===== src/rtl/zn_fetch_sequencer.sv =====
// ---------------------------------------------------------------------------
// zn_fetch_sequencer
// Instruction fetch sequencer: requests one instruction at a time from
// instruction memory, offers it to the decoder with a valid/ready handshake,
// and handles jump/branch redirects and halts.
//
// Ports
//   i_clk, i_rst_n            clock, asynchronous active-low reset
//   o_imem_req / o_imem_addr  instruction-memory request and address
//   i_imem_ack / i_imem_rdata memory response (data valid with ack)
//   o_instr_valid / o_instr / o_instr_pc / i_instr_ready
//                             decoder-side offer and handshake
//   i_redirect / i_redirect_pc  jump/branch to a new pc
//   i_halt / o_halted         stop-fetch request and halted status
//   o_issue_cnt               count of instructions accepted by the decoder
// ---------------------------------------------------------------------------
module zn_fetch_sequencer #(
    parameter int unsigned ADDR_W      = 16,
    parameter int unsigned INSTR_W     = 16,
    parameter int unsigned INSTR_BYTES = 2,
    parameter int unsigned RESET_PC    = 0,
    parameter int unsigned CNT_W       = 16
) (
    input  logic               i_clk,
    input  logic               i_rst_n,
    output logic               o_imem_req,
    output logic [ADDR_W-1:0]  o_imem_addr,
    input  logic               i_imem_ack,
    input  logic [INSTR_W-1:0] i_imem_rdata,
    output logic               o_instr_valid,
    output logic [INSTR_W-1:0] o_instr,
    output logic [ADDR_W-1:0]  o_instr_pc,
    input  logic               i_instr_ready,
    input  logic               i_redirect,
    input  logic [ADDR_W-1:0]  i_redirect_pc,
    input  logic               i_halt,
    output logic               o_halted,
    output logic [CNT_W-1:0]   o_issue_cnt
);

    localparam logic [1:0] S_FETCH  = 2'd0;
    localparam logic [1:0] S_ISSUE  = 2'd1;
    localparam logic [1:0] S_HALTED = 2'd2;

    localparam logic [ADDR_W-1:0] PC_INC     = ADDR_W'(INSTR_BYTES);
    localparam logic [ADDR_W-1:0] ALIGN_MASK = ~ADDR_W'(INSTR_BYTES - 1);
    localparam logic [ADDR_W-1:0] PC_RST     = ADDR_W'(RESET_PC);

    logic [1:0]         r_state,     w_state_nxt;
    logic [ADDR_W-1:0]  r_pc,        w_pc_nxt;
    logic               r_squash,    w_squash_nxt;
    logic               r_halt_pend, w_halt_pend_nxt;
    logic               r_req,       w_req_nxt;
    logic [ADDR_W-1:0]  r_addr,      w_addr_nxt;
    logic               r_valid,     w_valid_nxt;
    logic [INSTR_W-1:0] r_instr,     w_instr_nxt;
    logic [ADDR_W-1:0]  r_instr_pc,  w_instr_pc_nxt;
    logic               r_halted,    w_halted_nxt;
    logic [CNT_W-1:0]   r_cnt,       w_cnt_nxt;
    logic [ADDR_W-1:0]  w_tgt;

    // Redirect target aligned to an instruction boundary
    assign w_tgt = i_redirect_pc & ALIGN_MASK;

    // State and output registers
    always_ff @(posedge i_clk or negedge i_rst_n) begin
        if (!i_rst_n) begin
            r_state     <= S_FETCH;
            r_pc        <= PC_RST;
            r_squash    <= 1'b0;
            r_halt_pend <= 1'b0;
            r_req       <= 1'b0;
            r_addr      <= PC_RST;
            r_valid     <= 1'b0;
            r_instr     <= '0;
            r_instr_pc  <= '0;
            r_halted    <= 1'b0;
            r_cnt       <= '0;
        end else begin
            r_state     <= w_state_nxt;
            r_pc        <= w_pc_nxt;
            r_squash    <= w_squash_nxt;
            r_halt_pend <= w_halt_pend_nxt;
            r_req       <= w_req_nxt;
            r_addr      <= w_addr_nxt;
            r_valid     <= w_valid_nxt;
            r_instr     <= w_instr_nxt;
            r_instr_pc  <= w_instr_pc_nxt;
            r_halted    <= w_halted_nxt;
            r_cnt       <= w_cnt_nxt;
        end
    end

    // Next-state and next-output logic
    always_comb begin
        w_state_nxt     = r_state;
        w_pc_nxt        = r_pc;
        w_squash_nxt    = r_squash;
        w_halt_pend_nxt = r_halt_pend;
        w_req_nxt       = r_req;
        w_addr_nxt      = r_addr;
        w_valid_nxt     = r_valid;
        w_instr_nxt     = r_instr;
        w_instr_pc_nxt  = r_instr_pc;
        w_halted_nxt    = r_halted;
        w_cnt_nxt       = r_cnt;

        case (r_state)
            S_FETCH: begin
                if (!r_req) begin
                    // Only reached out of reset: no request is outstanding yet
                    if (i_redirect) begin
                        w_pc_nxt   = w_tgt;
                        w_addr_nxt = w_tgt;
                        w_req_nxt  = 1'b1;
                    end else if (i_halt) begin
                        w_state_nxt  = S_HALTED;
                        w_halted_nxt = 1'b1;
                    end else begin
                        w_addr_nxt = r_pc;
                        w_req_nxt  = 1'b1;
                    end
                end else if (i_imem_ack) begin
                    w_squash_nxt    = 1'b0;
                    w_halt_pend_nxt = 1'b0;
                    if (i_redirect) begin
                        // Response discarded; request again at the target
                        w_pc_nxt   = w_tgt;
                        w_addr_nxt = w_tgt;
                    end else if (r_halt_pend || i_halt) begin
                        w_state_nxt  = S_HALTED;
                        w_req_nxt    = 1'b0;
                        w_halted_nxt = 1'b1;
                    end else if (r_squash) begin
                        // Stale response from before a redirect
                        w_addr_nxt = r_pc;
                    end else begin
                        w_instr_nxt    = i_imem_rdata;
                        w_instr_pc_nxt = r_pc;
                        w_pc_nxt       = r_pc + PC_INC;
                        w_state_nxt    = S_ISSUE;
                        w_valid_nxt    = 1'b1;
                        w_req_nxt      = 1'b0;
                    end
                end else begin
                    // Request in flight: address held, remember what to do at ack
                    if (i_redirect) begin
                        w_pc_nxt        = w_tgt;
                        w_squash_nxt    = 1'b1;
                        w_halt_pend_nxt = 1'b0;
                    end else if (i_halt) begin
                        w_halt_pend_nxt = 1'b1;
                    end
                end
            end

            S_ISSUE: begin
                if (i_redirect) begin
                    if (i_instr_ready) begin
                        w_cnt_nxt = r_cnt + CNT_W'(1);
                    end
                    w_valid_nxt = 1'b0;
                    w_pc_nxt    = w_tgt;
                    w_addr_nxt  = w_tgt;
                    w_req_nxt   = 1'b1;
                    w_state_nxt = S_FETCH;
                end else if (i_instr_ready) begin
                    w_cnt_nxt   = r_cnt + CNT_W'(1);
                    w_valid_nxt = 1'b0;
                    if (i_halt) begin
                        w_state_nxt  = S_HALTED;
                        w_halted_nxt = 1'b1;
                    end else begin
                        w_state_nxt = S_FETCH;
                        w_addr_nxt  = r_pc;
                        w_req_nxt   = 1'b1;
                    end
                end
            end

            S_HALTED: begin
                if (i_redirect) begin
                    w_state_nxt  = S_FETCH;
                    w_halted_nxt = 1'b0;
                    w_pc_nxt     = w_tgt;
                    w_addr_nxt   = w_tgt;
                    w_req_nxt    = 1'b1;
                end
            end

            default: begin
                w_state_nxt  = S_FETCH;
                w_req_nxt    = 1'b0;
                w_valid_nxt  = 1'b0;
                w_halted_nxt = 1'b0;
                w_squash_nxt = 1'b0;
            end
        endcase
    end

    assign o_imem_req    = r_req;
    assign o_imem_addr   = r_addr;
    assign o_instr_valid = r_valid;
    assign o_instr       = r_instr;
    assign o_instr_pc    = r_instr_pc;
    assign o_halted      = r_halted;
    assign o_issue_cnt   = r_cnt;

endmodule


===== config.mk =====
export PLATFORM = sky130hd
export DESIGN_NAME = zn_fetch_sequencer
export DESIGN_NICKNAME = d
export VERILOG_FILES = /design/src/rtl/zn_fetch_sequencer.sv
export SDC_FILE = /design/constraint.sdc
export NUM_CORES = 1
export LEC_CHECK = 0
export BUFFER_PORTS_ARGS = -buffer_cell sky130_fd_sc_hd__buf_2
export CAP_MARGIN = 30
export CELL_PAD_IN_SITES_DETAIL_PLACEMENT = 0
export CELL_PAD_IN_SITES_GLOBAL_PLACEMENT = 1
export CORE_MARGIN = 4
export CORE_UTILIZATION = 37
export DETAILED_ROUTE_END_ITERATION = 12
export PLACE_DENSITY = 0.75
export RECOVER_POWER = 25
export SKIP_CTS_REPAIR_TIMING = 1
export SKIP_LAST_GASP = 1
export SLEW_MARGIN = 30
export SYNTH_ARGS = -nofsm -noshare
export SYNTH_HDL_FRONTEND = slang
export SYNTH_SLANG_ARGS = --single-unit
export TNS_END_PERCENT = 50

===== constraint.sdc =====
create_clock -name i_clk -period 1.92 [get_ports i_clk]
set_input_delay 0.192 -clock i_clk [delete_from_list [all_inputs] [get_ports i_clk]]
set_output_delay 0.192 -clock i_clk [all_outputs]
set_load 0.05 [all_outputs]

# Yosys cells after proc, flatten, opt, wreduce, memory -nomap -nowiden
# Index checks and enable logic that the tools add are counted.
classes:
  addsub: 2
  n_eq_ne: 21
  muxes: 66
  bitwise: 5
  n_reduce_logical: 16
ops:
  columns: ["cell", "count"]
  rows:
  - ["$mux 16", 16]
  - ["$pmux 16 s3", 1]
  - ["$mux 1", 32]
  - ["$pmux 16 s2", 1]
  - ["$reduce_and 6->1", 4]
  - ["$mux 2", 11]
  - ["$ne 3x3->1 const B", 6]
  - ["$add 16x1->16 const B", 1]
  - ["$add 16x2->16 const B", 1]
  - ["$ne 2x2->1 const B", 8]
  - ["$ne 4x4->1 const B", 3]
  - ["$reduce_and 3->1", 4]
  - ["$ne 5x5->1 const B", 2]
  - ["$pmux 1 s3", 3]
  - ["$reduce_and 7->1", 1]
  - ["$pmux 2 s3", 1]
  - ["$reduce_bool 3->1", 2]
  - ["$not 1->1", 5]
  - ["$eq 2x1->1 const B", 1]
  - ["$eq 2x2->1 const B", 1]
  - ["$logic_not 2->1", 1]
  - ["$pmux 1 s2", 1]
  - ["$reduce_and 2->1", 1]
  - ["$reduce_bool 2->1", 1]
  - ["2 further kinds", 2]
word_totals:
  register_bits: 87
  inputBits: 38
  elab_cells: 121

# Depth between registers and ports, before layout
depth:
  depth_word: 7
  ltp_mapped: 9
  ltp_nobuf: 7

# Worst setup path before layout
# No wires, ideal clock.
synth_path:
  kind: "reg-to-reg"
  from: "register r_req (netlist: o_imem_req)"
  to: "register r_instr[4] (netlist: o_instr[4])"
  setup_ns: 0.125
  arrival_ns: 1.965
  required_time_ns: 1.795
  slack_ns: -0.170
  path_stages_with_launch: 7
  cell_sequence: "dfrtp_1 > and2_2 > nand3_1 > or3_1 > clkbuf_2 > buf_6 > mux2_4"
synth_via:
  elab_chain_len: 1
synth_lines:
  columns: ["item", "line", "source"]
  rows:
  - ["start: declaration", "53", "logic r_req, w_req_nxt;"]
  - ["start signal: assignment", "84", "r_req <= w_req_nxt;"]
  - ["$reduce_and 6->1 (no line)", null, null]
  - ["end signal: assignment", "87", "r_instr <= w_instr_nxt;"]
  - ["end: declaration", "56", "logic [INSTR_W-1:0] r_instr, w_instr_nxt;"]
# Every way passes these cells.
# A chain may end at the register's enable or synchronous reset.

# Worst setup path in the final report
layout_path:
  from: "register r_state[1]"
  to: "register r_instr[4] (netlist: o_instr[4])"
layout_via:
  elab_chain_len: 2
layout_lines:
  columns: ["item", "line", "source"]
  rows:
  - ["start: declaration", "49", "logic [1:0] r_state, w_state_nxt;"]
  - ["start signal: assignment", "80", "r_state <= w_state_nxt;"]
  - ["$logic_not 2->1", "108", "case (r_state)"]
  - ["$reduce_and 6->1 (no line)", null, null]
# Every way passes these cells.

==> impl_metrics.ini <==
[outcome]
status = completed

[layout]
final_cells = 677
antennaDiodeCount = 0
syn_to_final_growth_pct = 29.5
fillers = 1036
layout-drive-gt1-share_pct = 38.8
postLayoutCoreUtil_pct = 48.9
nNetsFinal = 573

[setup_path]
slowest_stage = or3_4
crit_arrival_ns = 2.10
r2r_start = r_state[1]$_DFFE_PN0P_
worstPathMaxFanout = 16
r2r_slack_ns = 0.05
reg2regPathDepth = 7
reg2reg_to = o_instr[4]$_DFFE_PN0P_
cp_slowest_stage_delay_ns = 0.40
crit_type = reg -> reg
path_cells = inv_2 > ha_4 > and2_4 > nand3_2 > or3_4 > buf_12 > mux2_4
worst_setup_path_start_kind = flip-flop
end_kind = flip-flop
worstPathRequired_ns = 2.15

[drt]
antenna_left = 0
drc_errors = 0
wl_per_cell_um = 17.4
num_vias = 3678
drt_iter0_drc = 205
viasPerCell = 5.43
dr.pass1.iters = 6
routed_wl_um = 11800

[global_route]
grt_usage_pct = 17.8
grt_max_degree = 40
overflow = 0
grt_first_pass_wirelength_um = 18800
antenna_found_initial = 0
grt_pass1_vias = 3683

[worst_hold_path]
hold_path_end = o_instr[1]$_DFFE_PN0P_
holdCritStartpoint = i_imem_rdata[1]
hold-path-cell-count = 2
holdCritPathClass = in -> reg

[synth]
synth_top_area_share_pct = 50.5
synth_top_family_by_area = compound AO/OA/AOI/OAI gates
synthAdderAreaFrac_pct = 1.74
ys.flop_type = dfrtp_1
synth-simple-area-share_pct = 10.7
syn_inst = 394
synth_seq_area_share_pct = 50.5
muxShareOfSynthArea_pct = 11.1
synth_xor_area_share_pct = 3.05
synth_seq_cells = 87
async_flop_share_pct = 100
yosysWarnings = 0
syn-num-nets = 438
syn_avg_cell_area_um2 = 10.9
synth_edf_count = 0
synth_compound_gate_area_share_pct = 18.7
yosysTopAreaCell = dfrtp_1
synth_area_um2 = 4310
yosys-top-cells-area = dfrtp_1, mux2_2, o21ai_0
netlist-cell-type-count = 57

[cts]
htreeDepth = 3
cts_buffers = 9
clk_path_buf_depth = 2
clock_tree.root_cell = clkbuf_16
cts_tree = yes
clkSlewWorstSetupHoldPaths_ns = 0.06
numClockSinks = 87
clock_latency_ns = 0.34

[timing]
maxSlewViolCount = 0
period_needed_ns = 1.87
finalCritPeriodShare_pct = 97.3
tightest_slew_ns = 0.758
finalSetupViolCount = 0
max_slew_margin_pct = 49.4
fmax_mhz = 535
hold_viol_final = 0
fin_skew_ns = 0.00667
rsz0062_at_grt = true

[place]
dp_cells = 658
place_congestion = 0.864
post-dp-hpwl_um = 8120
portBuffers = 103

[die]
initial_core_util_pct = 37.7
fp.coreArea_um2 = 11400
fp-row-count = 39
die_area_um2 = 13400
fp.dieH_um = 116
fp.dieW_um = 116
pin_count = 105

[pwr]
p_leak_uw = 0.00267
power.density_nw_per_um2 = 1880
ir_drop_v = 0.00112

[job]
cap_violations = 0
==> placed cells by master, fill, tap and decap left out, drive strengths merged, types with 4 or more instances in the layout <==
cell type  count
nand3         13
and4           4
xnor2         12
a21oi         20
nor2          16
dfrtp         87
nor2b          4
a22oi         11
o21ai         32
a222oi         5
mux2i          9
ha             6
o31ai          6
buf          141
clkbuf        18
nand2         27
a31oi          8
nand4          8
o2bb2ai       11
mux2          34
inv           12
nor3           5
==> critical path, delay by kind of cell (launching register included) <==
| family | cells | cell delay, ns |
|---|---|---|
| and+or+nand+nor | 3 | 0.66 |
| adders and majority gates | 1 | 0.13 |
| buffers and inverters | 2 | 0.27 |
| muxes | 1 | 0.30 |
| DFF | 1 | 0.39 |
==> worst max path at each step <==
| stage | cells after the start | endpoint | from | slack, ns |
|---|---|---|---|---|
| 2_1_floorplan | 9 | o_instr[4]$_DFFE_PN0P_ | r_state[1]$_DFFE_PN0P_ | -0.05 |
| 3_3_place_gp | 6 | o_imem_addr[2]$_DFFE_PN0P_ | r_state[1]$_DFFE_PN0P_ | -0.06 |
| 3_5_place_dp | 6 | o_imem_addr[14]$_DFFE_PN0P_ | r_state[1]$_DFFE_PN0P_ | -0.11 |
| 4_1_cts | 6 | o_imem_addr[14]$_DFFE_PN0P_ | r_state[1]$_DFFE_PN0P_ | -0.14 |
| 5_1_grt | 7 | o_instr[4]$_DFFE_PN0P_ | r_state[1]$_DFFE_PN0P_ | -0.01 |
| 6_report | 7 | o_instr[4]$_DFFE_PN0P_ | r_state[1]$_DFFE_PN0P_ | 0.05 |
==> synthesized netlist by cell type (all sizes together) (2+ instances only) <==
library cell / n
a211oi: 3
a31oi: 8
o31ai: 6
a2bb2oi: 2
a22o: 3
a32o: 2
and3: 3
nor2b: 4
a221oi: 2
o221ai: 2
nand2: 27
o2bb2ai: 11
xnor2: 12
buf: 13
nor3: 5
nor2: 16
a222oi: 5
xor2: 3
dfrtp: 87
clkbuf: 10
and2: 3
and4: 4
inv: 12
mux2: 34
ha: 6
nand2b: 3
a21oi: 20
nand4: 8
mux2i: 9
o21ai: 32
a31o: 2
nand3: 13
a22oi: 11
==> kinds of logic (layout without fill, tap and decap cells) <==
group	Yosys count	in the layout
compound gates	116	116
fa+ha+maj	6	6
xor+xnor	15	15
simple gates	91	91
buf+inv	36	176
mux	43	43
flops	87	87
==> sequential cells by signal, indices dropped and copies added (netlist names) <==
register       cells
o_halted           1
o_imem_addr       16
o_imem_req         1
o_instr           16
o_instr_pc        16
o_instr_valid      1
o_issue_cnt       16
r_halt_pend        1
r_pc              16
r_squash           1
r_state            2
==> through the flow <==
stage                     area, um2  total power, uW  TNS (ns)  worst slack, ns  hold WS [ns]
after floorplan                4330             6890    -0.662          -0.0487        -0.104
after global placement         5230             8580    -0.289          -0.0557         0.153
after detailed placement       5230             8690    -0.650           -0.115         0.157
after CTS                      5520            10500    -0.851           -0.136        -0.215
after global routing           5580            11200   -0.0351          -0.0106        0.0764
final                          5580            10500         0           0.0524        0.0821
==> power by group <==
part / internal [uW] / switching, uW
Combinational: 1980 / 3710
Sequential: 2530 / 520
Clock: 1040 / 713
Total: 5560 / 4940
==> layer usage <==
metal / global-route usage, % / part of all wire, % / routed length (um)
met3: 3.97 / 6.6 / 772
met4: 7.04 / 1.8 / 208
met2: 27.7 / 44 / 5160
met5: 0 / 0 / 0
met1: 24.3 / 48 / 5610
==> layout make-up <==
type                    count  area [um2]  share of cell area [%]
clock buffers              13         250                    4.49
clock inverters             3        42.5                   0.763
inverters                  13        48.8                   0.875
multi-input cells         271        1990                    35.7
flip-flops and latches     87        2180                    39.0
well taps                 143         179                    3.21
repair buffers            147         891                    16.0
(Power assumes the default switching activity.)
